===== src/rtl/obstacle_scheduler.sv =====
// obstacle_scheduler
//
// Owns the three obstacle slots that the VGA renderer draws. On every
// running-mode frame tick a short walk visits each slot once (move left by
// SPEED, retire at the left edge) and then tries to spawn a new obstacle at
// a pseudo-random height.
//
// Ports
//   clk           pixel clock
//   rst_n         asynchronous active-low reset
//   frame_tick    one-cycle pulse per frame (start of vertical blank)
//   gamemode      00 init, 01 running, 10 paused, 11 ended
//   obstacle_x    slot i x_left at [i*10 +: 10], 10'h3FF when inactive
//   obstacle_y    slot i y_top  at [i*9 +: 9],   9'd0 when inactive
//   active_count  number of active slots (0..3)
//   busy          high while a frame update walk is in progress

module obstacle_scheduler #(
    parameter int unsigned SPEED     = 4,
    parameter int unsigned SPAWN_GAP = 45,
    parameter int unsigned SPAWN_X   = 640,
    parameter int unsigned Y_MIN     = 20,
    parameter logic [15:0] LFSR_SEED = 16'hACE1
) (
    input  logic        clk,
    input  logic        rst_n,
    input  logic        frame_tick,
    input  logic [1:0]  gamemode,
    output logic [29:0] obstacle_x,
    output logic [26:0] obstacle_y,
    output logic [1:0]  active_count,
    output logic        busy
);

    localparam int unsigned GAP_W   = (SPAWN_GAP > 2) ? $clog2(SPAWN_GAP) : 1;
    localparam logic [GAP_W-1:0] GAP_MAX = GAP_W'(SPAWN_GAP - 1);
    localparam logic [9:0]  X_OFF    = 10'h3FF;
    localparam logic [9:0]  SPEED_X  = 10'(SPEED);
    localparam logic [9:0]  SPAWN_XV = 10'(SPAWN_X);
    localparam logic [8:0]  Y_MIN_V  = 9'(Y_MIN);
    localparam logic [1:0]  MODE_INIT = 2'b00;
    localparam logic [1:0]  MODE_RUN  = 2'b01;

    typedef enum logic [2:0] {
        S_IDLE,
        S_M0,
        S_M1,
        S_M2,
        S_SPAWN
    } state_t;

    state_t            state;
    state_t            state_next;
    logic [2:0]        act;
    logic [2:0]        act_next;
    logic [9:0]        x_q    [3];
    logic [9:0]        x_next [3];
    logic [8:0]        y_q    [3];
    logic [8:0]        y_next [3];
    logic [GAP_W-1:0]  gap_cnt;
    logic [GAP_W-1:0]  gap_next;
    logic [15:0]       lfsr;
    logic [15:0]       lfsr_next;
    logic [15:0]       lfsr_step;
    logic [8:0]        spawn_off;
    logic [2:0]        move_sel;
    logic              spawn_done;
    logic [1:0]        count_next;
    logic              busy_next;

    // Walk sequencer. Init mode aborts any walk immediately; otherwise a walk
    // only starts from IDLE on a running-mode tick and, once started, always
    // runs to completion so a frame update is never seen half-applied.
    always_comb begin
        state_next = state;
        if (gamemode == MODE_INIT) begin
            state_next = S_IDLE;
        end else begin
            case (state)
                S_IDLE:  if (frame_tick && gamemode == MODE_RUN) state_next = S_M0;
                S_M0:    state_next = S_M1;
                S_M1:    state_next = S_M2;
                S_M2:    state_next = S_SPAWN;
                S_SPAWN: state_next = S_IDLE;
                default: state_next = S_IDLE;
            endcase
        end
    end

    // Slot, spawn-gap and LFSR update. Each move state touches exactly one
    // slot; retired slots are parked at the off-screen value so the output
    // buses can be driven straight from the slot registers. The spawn step
    // sees the slots as already moved, so a slot freed earlier in the walk
    // is immediately reusable.
    always_comb begin
        act_next   = act;
        x_next     = x_q;
        y_next     = y_q;
        gap_next   = gap_cnt;
        lfsr_next  = lfsr;
        spawn_done = 1'b0;
        move_sel   = {state == S_M2, state == S_M1, state == S_M0};
        lfsr_step  = {1'b0, lfsr[15:1]} ^ (lfsr[0] ? 16'hB400 : 16'h0000);
        spawn_off  = lfsr[8:0];
        if (spawn_off > 9'd400) begin
            spawn_off = spawn_off - 9'd256;
        end

        if (gamemode == MODE_INIT) begin
            act_next = 3'b000;
            for (int k = 0; k < 3; k++) begin
                x_next[k] = X_OFF;
                y_next[k] = 9'd0;
            end
            gap_next = GAP_MAX;
        end else begin
            for (int k = 0; k < 3; k++) begin
                if (move_sel[k] && act[k]) begin
                    if (x_q[k] < SPEED_X) begin
                        act_next[k] = 1'b0;
                        x_next[k]   = X_OFF;
                        y_next[k]   = 9'd0;
                    end else begin
                        x_next[k] = x_q[k] - SPEED_X;
                    end
                end
            end

            if (state == S_SPAWN) begin
                lfsr_next = lfsr_step;
                if (gap_cnt == GAP_MAX && act != 3'b111) begin
                    for (int k = 0; k < 3; k++) begin
                        if (!spawn_done && !act[k]) begin
                            act_next[k] = 1'b1;
                            x_next[k]   = SPAWN_XV;
                            y_next[k]   = Y_MIN_V + spawn_off;
                            spawn_done  = 1'b1;
                        end
                    end
                    gap_next = '0;
                end else if (gap_cnt < GAP_MAX) begin
                    gap_next = gap_cnt + 1'b1;
                end
            end
        end

        count_next = {1'b0, act_next[0]} + {1'b0, act_next[1]} + {1'b0, act_next[2]};
        busy_next  = (gamemode != MODE_INIT) && (state != S_IDLE);
    end

    // State register. busy lags the sequencer by one cycle so it is high
    // exactly across the four edges at which the walk writes results.
    always_ff @(posedge clk or negedge rst_n) begin
        if (!rst_n) begin
            state        <= S_IDLE;
            act          <= 3'b000;
            for (int k = 0; k < 3; k++) begin
                x_q[k] <= X_OFF;
                y_q[k] <= 9'd0;
            end
            gap_cnt      <= GAP_MAX;
            lfsr         <= LFSR_SEED;
            active_count <= 2'd0;
            busy         <= 1'b0;
        end else begin
            state        <= state_next;
            act          <= act_next;
            x_q          <= x_next;
            y_q          <= y_next;
            gap_cnt      <= gap_next;
            lfsr         <= lfsr_next;
            active_count <= count_next;
            busy         <= busy_next;
        end
    end

    assign obstacle_x = {x_q[2], x_q[1], x_q[0]};
    assign obstacle_y = {y_q[2], y_q[1], y_q[0]};

endmodule


===== config.mk =====
export PLATFORM = sky130hd
export DESIGN_NAME = obstacle_scheduler
export DESIGN_NICKNAME = d
export VERILOG_FILES = /design/src/rtl/obstacle_scheduler.sv
export SDC_FILE = /design/constraint.sdc
export NUM_CORES = 1
export LEC_CHECK = 0
export CORE_MARGIN = 10
export CORE_UTILIZATION = 48
export CTS_CLUSTER_DIAMETER = 80
export DETAILED_ROUTE_END_ITERATION = 7
export GPL_ROUTABILITY_DRIVEN = 0
export GPL_TIMING_DRIVEN = 0
export HOLD_SLACK_MARGIN = 0.15
export PLACE_DENSITY = 0.75
export SYNTH_ARGS = -nofsm -noshare
export SYNTH_HDL_FRONTEND = slang
export SYNTH_SLANG_ARGS = --single-unit

===== constraint.sdc =====
create_clock -name clk -period 1.97 [get_ports clk]
set_input_delay 0.591 -clock clk [delete_from_list [all_inputs] [get_ports clk]]
set_output_delay 0.591 -clock clk [all_outputs]
set_load 0.01 [all_outputs]

# --- Word level (Yosys, flattened, before mapping) ---
# Index checks and enable logic that the tools add are counted.
word_totals:
  register_bits: 88
  latchBits: 0
  mem_bits_rw: 0
  mem_bits_ro: 0
  input_bits: 5
  out_inout_bits: 60
  wordCells: 108
  n_memories: 0
classes:
  n_addsub: 8
  n_mul: 0
  div_mod_pow: 0
  n_lt_le_gt_ge: 5
  n_eq_ne: 8
  n_shift: 0
  mux: 53
  bitwise: 2
  n_reduce_logical: 20
ops:
  columns: ["cell", "count"]
  rows:
  - ["$mux W10", 9]
  - ["$mux W30", 3]
  - ["$mux W9", 10]
  - ["$mux W27", 3]
  - ["$lt A10 B3 Y1 const B", 3]
  - ["$sub A10 B3 Y10 const B", 3]
  - ["$mux W6", 4]
  - ["$mux W1", 17]
  - ["$mux W16", 1]
  - ["$xor A15 B16 Y16", 1]
  - ["$mux W3", 5]
  - ["$pmux W3 S4", 1]
  - ["$add A5 B9 Y9 const A", 1]
  - ["$gt A9 B9 Y1 const B", 1]
  - ["$sub A9 B9 Y9 const B", 1]
  - ["$logic_and A1 B1 Y1", 8]
  - ["$add A6 B1 Y6 const B", 1]
  - ["$eq A3 B2 Y1 const B", 2]
  - ["$eq A6 B6 Y1 const B", 1]
  - ["$lt A6 B6 Y1 const B", 1]
  - ["$ne A3 B3 Y1 const B", 2]
  - ["$reduce_bool A3 Y1", 2]
  - ["$logic_not A1 Y1", 4]
  - ["$reduce_and A2 Y1", 2]
  - ["other kinds (9)", 10]

# --- Longest topological paths before layout ---
logic_depth:
  depth_word: 19
  depth_mapped: 9
  mapped_depth_nobuf: 7

# --- Worst setup path after synthesis ---
# Ideal clock, no wire load.
synth_timing:
  path_type: "reg-to-reg"
  startpoint: "reg gap_cnt[0]"
  endpoint: "reg active_count[0]"
  setup_ps: 136
  arrival_time_ps: 2036
  required_ps: 1834
  slack_ps: -201
  stages_incl_launch_ff: 10
  path_buffers: 2
  synth_period_minus_slack_ps: 2171
  path_cell_list: "dfrtp_1 > inv_1 > ha_1 > and4b_1 > clkbuf_1 > nand4_1 > nor2b_1 > buf_2 > a21o_1 > fa_1"
synth_via:
  word_cells_on_any_way: 7
  cone_classes: "2 x add/sub; 1 x eq/ne; 3 x mux; 1 x reduce/logical"
synth_lines:
  columns: ["element", "line", "rtl"]
  rows:
  - ["start: declaration", "60", "logic [GAP_W-1:0] gap_cnt;"]
  - ["start signal: assignment", "170", "gap_cnt <= gap_next;"]
  - ["$eq A6 B6 Y1", "131", "if (gap_cnt == GAP_MAX && act != 3'b111) begin"]
  - ["$logic_and A1 B1 Y1", "131", null]
  - ["$mux W3", "131", null]
  - ["$mux W3", "129", "if (state == S_SPAWN) begin"]
  - ["$mux W3", "109", "if (gamemode == MODE_INIT) begin"]
  - ["net act_next[2]", "55", "logic [2:0] act_next;"]
  - ["$add A2 B1 Y2", "147", "count_next = {1'b0, act_next[0]} + {1'b0, act_next[1]} + {1'b0, act_next[2]};"]
  - ["net count_next[0]", "68", "logic [1:0] count_next;"]
  - ["end signal: assignment", "172", "active_count <= count_next;"]
  - ["end: declaration", "31", "output logic [1:0] active_count,"]
# The timed path passes the listed nets, and every way through them passes these cells.
# A chain may end at the register's enable or synchronous reset.

# --- Final worst setup path ---
layout_timing:
  startpoint: "reg gap_cnt[3]"
  endpoint: "reg active_count[0]"
layout_via:
  elab_chain_len: 7
layout_lines:
  columns: ["element", "line"]
  rows:
  - ["$eq A6 B6 Y1", "131"]
  - ["$logic_and A1 B1 Y1", "131"]
  - ["$mux W3", "131"]
  - ["$mux W3", "129"]
  - ["$mux W3", "109"]
  - ["net act_next[1]", "55"]
  - ["$add A1 B1 Y2", "147"]
  - ["$add A2 B1 Y2", "147"]
  - ["net count_next[0]", "68"]
# The timed path passes the listed nets, and every way through them passes these cells.

==> key figures <==
Status
  – Outcome: finished with violations
  – Violated checks: negative setup slack

Placed design
  – Buffers added on ports: 64
  – Half-perimeter wire length of the detailed placement result: 7.65 mm

STA
  – Final clock period utilization by the worst path: 104%
  – RSZ-0062 raised after global routing: true
  – Final count of hold timing violations: 0
  – Post-layout minimum cycle time: 2060 ps
  – Worst clock skew: 11.0 ps
  – Final setup margin: -85.3 ps
  – Pin slew with the least headroom to its limit: 509 ps
  – Max-Slew Margin vs Limit: 65.7%
  – Sum of negative setup slack: -122 ps
  – Worst hold slack across all endpoints: 169 ps
  – Total of endpoints with negative setup slack in the final report: 2
  – Maximum operating frequency: 0.487 GHz
  – Final-report max-slew violation count: 0

Clock network
  – Clock transition at the register clock pins on the worst setup and hold paths after CTS: 90 ps
  – Clock Tree Root: sky130_fd_sc_hd__clkbuf_8
  – CTS tree: built
  – Number of buffers created by CTS: 9
  – # hold bufs at CTS: 0
  – Clk sink count: 88
  – Bufs on Longest Clock Path: 2
  – Insertion delay to the later sink of the worst-skew pair: 360 ps
  – H-tree lvl count: 3

Power and ir drop
  – Power density of the placed cells: 939 mW/mm^2
  – Fraction of power consumed by combinational cells: 32.0%
  – Switching component of the power: 1.74 mW
  – Overall power after layout: 5.13 mW
  – Net switching share of the total power: 33.9%
  – Internal power consumption: 3.40 mW
  – Worst supply voltage drop on vdd: 0.561 mV
  – Register share of total power: 46.2%
  – Leakage power total: 2.33 nW
  – Clock Power Share: 21.8%

Logic synthesis
  – EDFF count, synth: 0
  – Share of synthesized area occupied by flip-flops and latches: 54.2%
  – Top flip-flop cell by instance count after synthesis: sky130_fd_sc_hd__dfrtp_1
  – Count of warnings emitted by yosys: 0
  – Async set-or-reset flop fraction in the synthesized netlist: 100%
  – Library cell with the largest summed area after synthesis: sky130_fd_sc_hd__dfrtp_1
  – Avg Synthesized Cell Area: 10.1 um^2
  – Number of cells produced by synthesis: 413
  – Post-synthesis cell area: 0.00415 mm^2
  – Top cell type's share of synthesized area: 28.3%
  – Total of flip-flops plus latches after synthesis: 88
  – Nets in the synthesized netlist: 426
  – Dominant cells by area after synthesis: sky130_fd_sc_hd__dfrtp_1 28%, sky130_fd_sc_hd__dfstp_2 26%, sky130_fd_sc_hd__nand2_1 5.5%
  – Number of different library cells in the post-synthesis netlist: 51

Critical path
  – Crit path kind: flop to flop
  – Arrival time reported for the critical path endpoint: 2280 ps
  – Largest fanout on the critical path: 5
  – Slowest cell delay on critical path: 570 ps
  – Capturing element type of the critical path: flop
  – Required time at the worst-slack endpoint: 2200 ps
  – Worst path cell trace: and4b_1 > buf_8 > nand4_1 > buf_4 > nand2b_4 > nand2_4 > fa_1
  – Top delay family on crit path: simple AND/OR/NAND/NOR gates
  – CP max stage cell: sky130_fd_sc_hd__dfstp_2
  – Reg-to-reg critical path startpoint: gap_cnt[3]
  – Type of origin of the critical path: flop
  – Critical path buffer and inverter count: 2
  – Worst reg-to-reg setup slack: -90 ps
  – Critical Path Start: gap_cnt[3]

Die
  – Area enclosed by the die boundary: 0.0128 mm^2
  – I/O pin count: 65
  – Die span in y: 113 um
  – Core box area: 0.00830 mm^2
  – Initial Utilization: 50.1%
  – Overall die width: 113 um
  – Std-Cell Rows: 33

Routing
  – Count of unresolved DRC violations after routing: 0
  – Total Wirelength: 11.1 mm
  – Routed length per placed instance: 17.8 um
  – Number of antenna-violating nets in the routed design: 0
  – Vias post-DR: 3,520
  – Starting DRT DRC Count: 178
  – First-pass iteration count of the detailed router: 7
  – Via density per instance: 5.67

Final layout
  – Multi-input combinational cell area: 0.00188 mm^2
  – Fill cell count: 665
  – Share of final-layout standard cells stronger than drive strength 1: 24.0%
  – Total Nets Final: 524
  – Utilization after layout: 65.9%
  – Syn-to-layout area delta: 31.6%
  – Sequential cell area in the final layout: 0.00225 mm^2
  – Antenna diode instance count: 0

GRT
  – Total congestion overflow after global routing: 0
  – Number of global-route vias before repair: 3,366
  – Largest net degree at the start of global routing: 56
  – Number of antenna violations at the first check in global routing: 0
  – Wire length of the first global-routing pass: 17.4 mm
  – All-layer global routing usage: 16.5%

Run
  – Max-cap viol count: 0

Hold path
  – Path class of the lowest-slack min-delay path: input pin to async pin
## per-stage QoR
step / instance area (um^2) / cells / worst slack [ps]
6_report: 5470 / 621 / -85.3
5_1_grt: 5470 / 621 / -151
4_1_cts: 5280 / 608 / -120
3_5_place_dp: 5000 / 583 / -876
3_3_place_gp: 4970 / 582 / -2750
2_1_floorplan: 4200 / 413 / -74.2
## cells in the mapped netlist, types with 3 or more instances
cell type	count
sky130_fd_sc_hd__and3_1	5
sky130_fd_sc_hd__inv_1	19
sky130_fd_sc_hd__dfstp_2	41
sky130_fd_sc_hd__o22ai_1	5
sky130_fd_sc_hd__a21oi_1	17
sky130_fd_sc_hd__xor2_1	14
sky130_fd_sc_hd__nand4_1	13
sky130_fd_sc_hd__xnor2_1	12
sky130_fd_sc_hd__ha_1	7
sky130_fd_sc_hd__nor2_1	21
sky130_fd_sc_hd__nand2_1	61
sky130_fd_sc_hd__o2bb2ai_1	3
sky130_fd_sc_hd__clkbuf_1	15
sky130_fd_sc_hd__nand4b_1	3
sky130_fd_sc_hd__nor2b_1	5
sky130_fd_sc_hd__o31ai_1	6
sky130_fd_sc_hd__nor4_1	3
sky130_fd_sc_hd__a31oi_1	4
sky130_fd_sc_hd__nand3_1	15
sky130_fd_sc_hd__nor3_1	8
sky130_fd_sc_hd__o21ai_0	33
sky130_fd_sc_hd__dfrtp_1	47
sky130_fd_sc_hd__o21a_1	3
sky130_fd_sc_hd__a22o_1	6
sky130_fd_sc_hd__buf_2	7
sky130_fd_sc_hd__a21o_1	7
## final timing paths
check	end	depth (start not counted)
worst max-delay path	active_count[0]	7
min in group clk	obstacle_x[20]	2
worst min register to register	obstacle_x[20]	2
max in group asynchronous	obstacle_x[13]	2
worst max register to register	active_count[0]	7
worst min-delay path	active_count[0]	1
## power by group through the flow
stage | logic, mW | clock network, mW | registers, mW
3_3_place_gp | 1.32 | 0 | 2.39
4_1_cts | 1.43 | 1.14 | 2.37
5_1_grt | 1.78 | 1.22 | 2.41
2_1_floorplan | 0.808 | 0 | 2.40
3_5_place_dp | 1.38 | 0 | 2.41
6_report | 1.64 | 1.12 | 2.37
## per-layer routing
metal	part of all wire (%)	routed length, um	track usage (%)
met1	42	4600	21.2
met5	0	0	0
met3	6.7	746	3.49
met2	49	5400	26.5
met4	2.7	303	6.68
## layout by cell type, fill, tap and decap left out, types with 7 or more instances in the layout
master | netlist | final
sky130_fd_sc_hd__nand2_1 | 61 | 59
sky130_fd_sc_hd__dfrtp_1 | 47 | 46
sky130_fd_sc_hd__dfstp_2 | 41 | 41
sky130_fd_sc_hd__o21ai_0 | 33 | 33
sky130_fd_sc_hd__clkdlybuf4s50_1 | 0 | 31
sky130_fd_sc_hd__dlygate4sd2_1 | 0 | 31
sky130_fd_sc_hd__buf_4 | 1 | 26
sky130_fd_sc_hd__nor2_1 | 21 | 18
sky130_fd_sc_hd__inv_1 | 19 | 16
sky130_fd_sc_hd__a21oi_1 | 17 | 16
sky130_fd_sc_hd__nand3_1 | 15 | 15
sky130_fd_sc_hd__xor2_1 | 14 | 14
sky130_fd_sc_hd__nand4_1 | 13 | 13
sky130_fd_sc_hd__clkbuf_8 | 0 | 12
sky130_fd_sc_hd__xnor2_1 | 12 | 12
sky130_fd_sc_hd__clkbuf_1 | 15 | 9
sky130_fd_sc_hd__nor3_1 | 8 | 8
sky130_fd_sc_hd__a21o_1 | 7 | 7
## registers in the layout, summed over array words and instances (netlist names)
name,count
act,3
active_count,2
busy,1
lfsr,16
state,3
obstacle_x,30
gap_cnt,6
obstacle_y,27
## logic make-up (layout without fill, tap and decap cells)
family | after synthesis | in the layout | synth area share (%)
and+or+nand+nor | 155 | 155 | 19.4
AOI/OAI and AO/OA | 93 | 93 | 14.1
DFF | 88 | 88 | 54.2
buffers and inverters | 43 | 146 | 4.19
xor gates and xnor gates | 26 | 26 | 5.48
adders and majority gates | 8 | 8 | 2.59
## what timing repair did
item,4_1_cts,5_1_grt
hold endpoints to repair,0,0
pin swaps,7,9
resized for setup,56,29
setup buffers,9,14
setup endpoints to repair,68,27
## final cells by class
type | instances | area share [%]
flip-flops and latches | 88 | 41.2
multi-input cells | 282 | 34.3
repair buffers | 88 | 14.6
plain buffers | 23 | 3.04
clock buffers | 13 | 2.72
well taps | 105 | 2.40
inverters | 19 | 1.30
clock inverters | 3 | 0.320
Power figures use the tool's default switching activity.
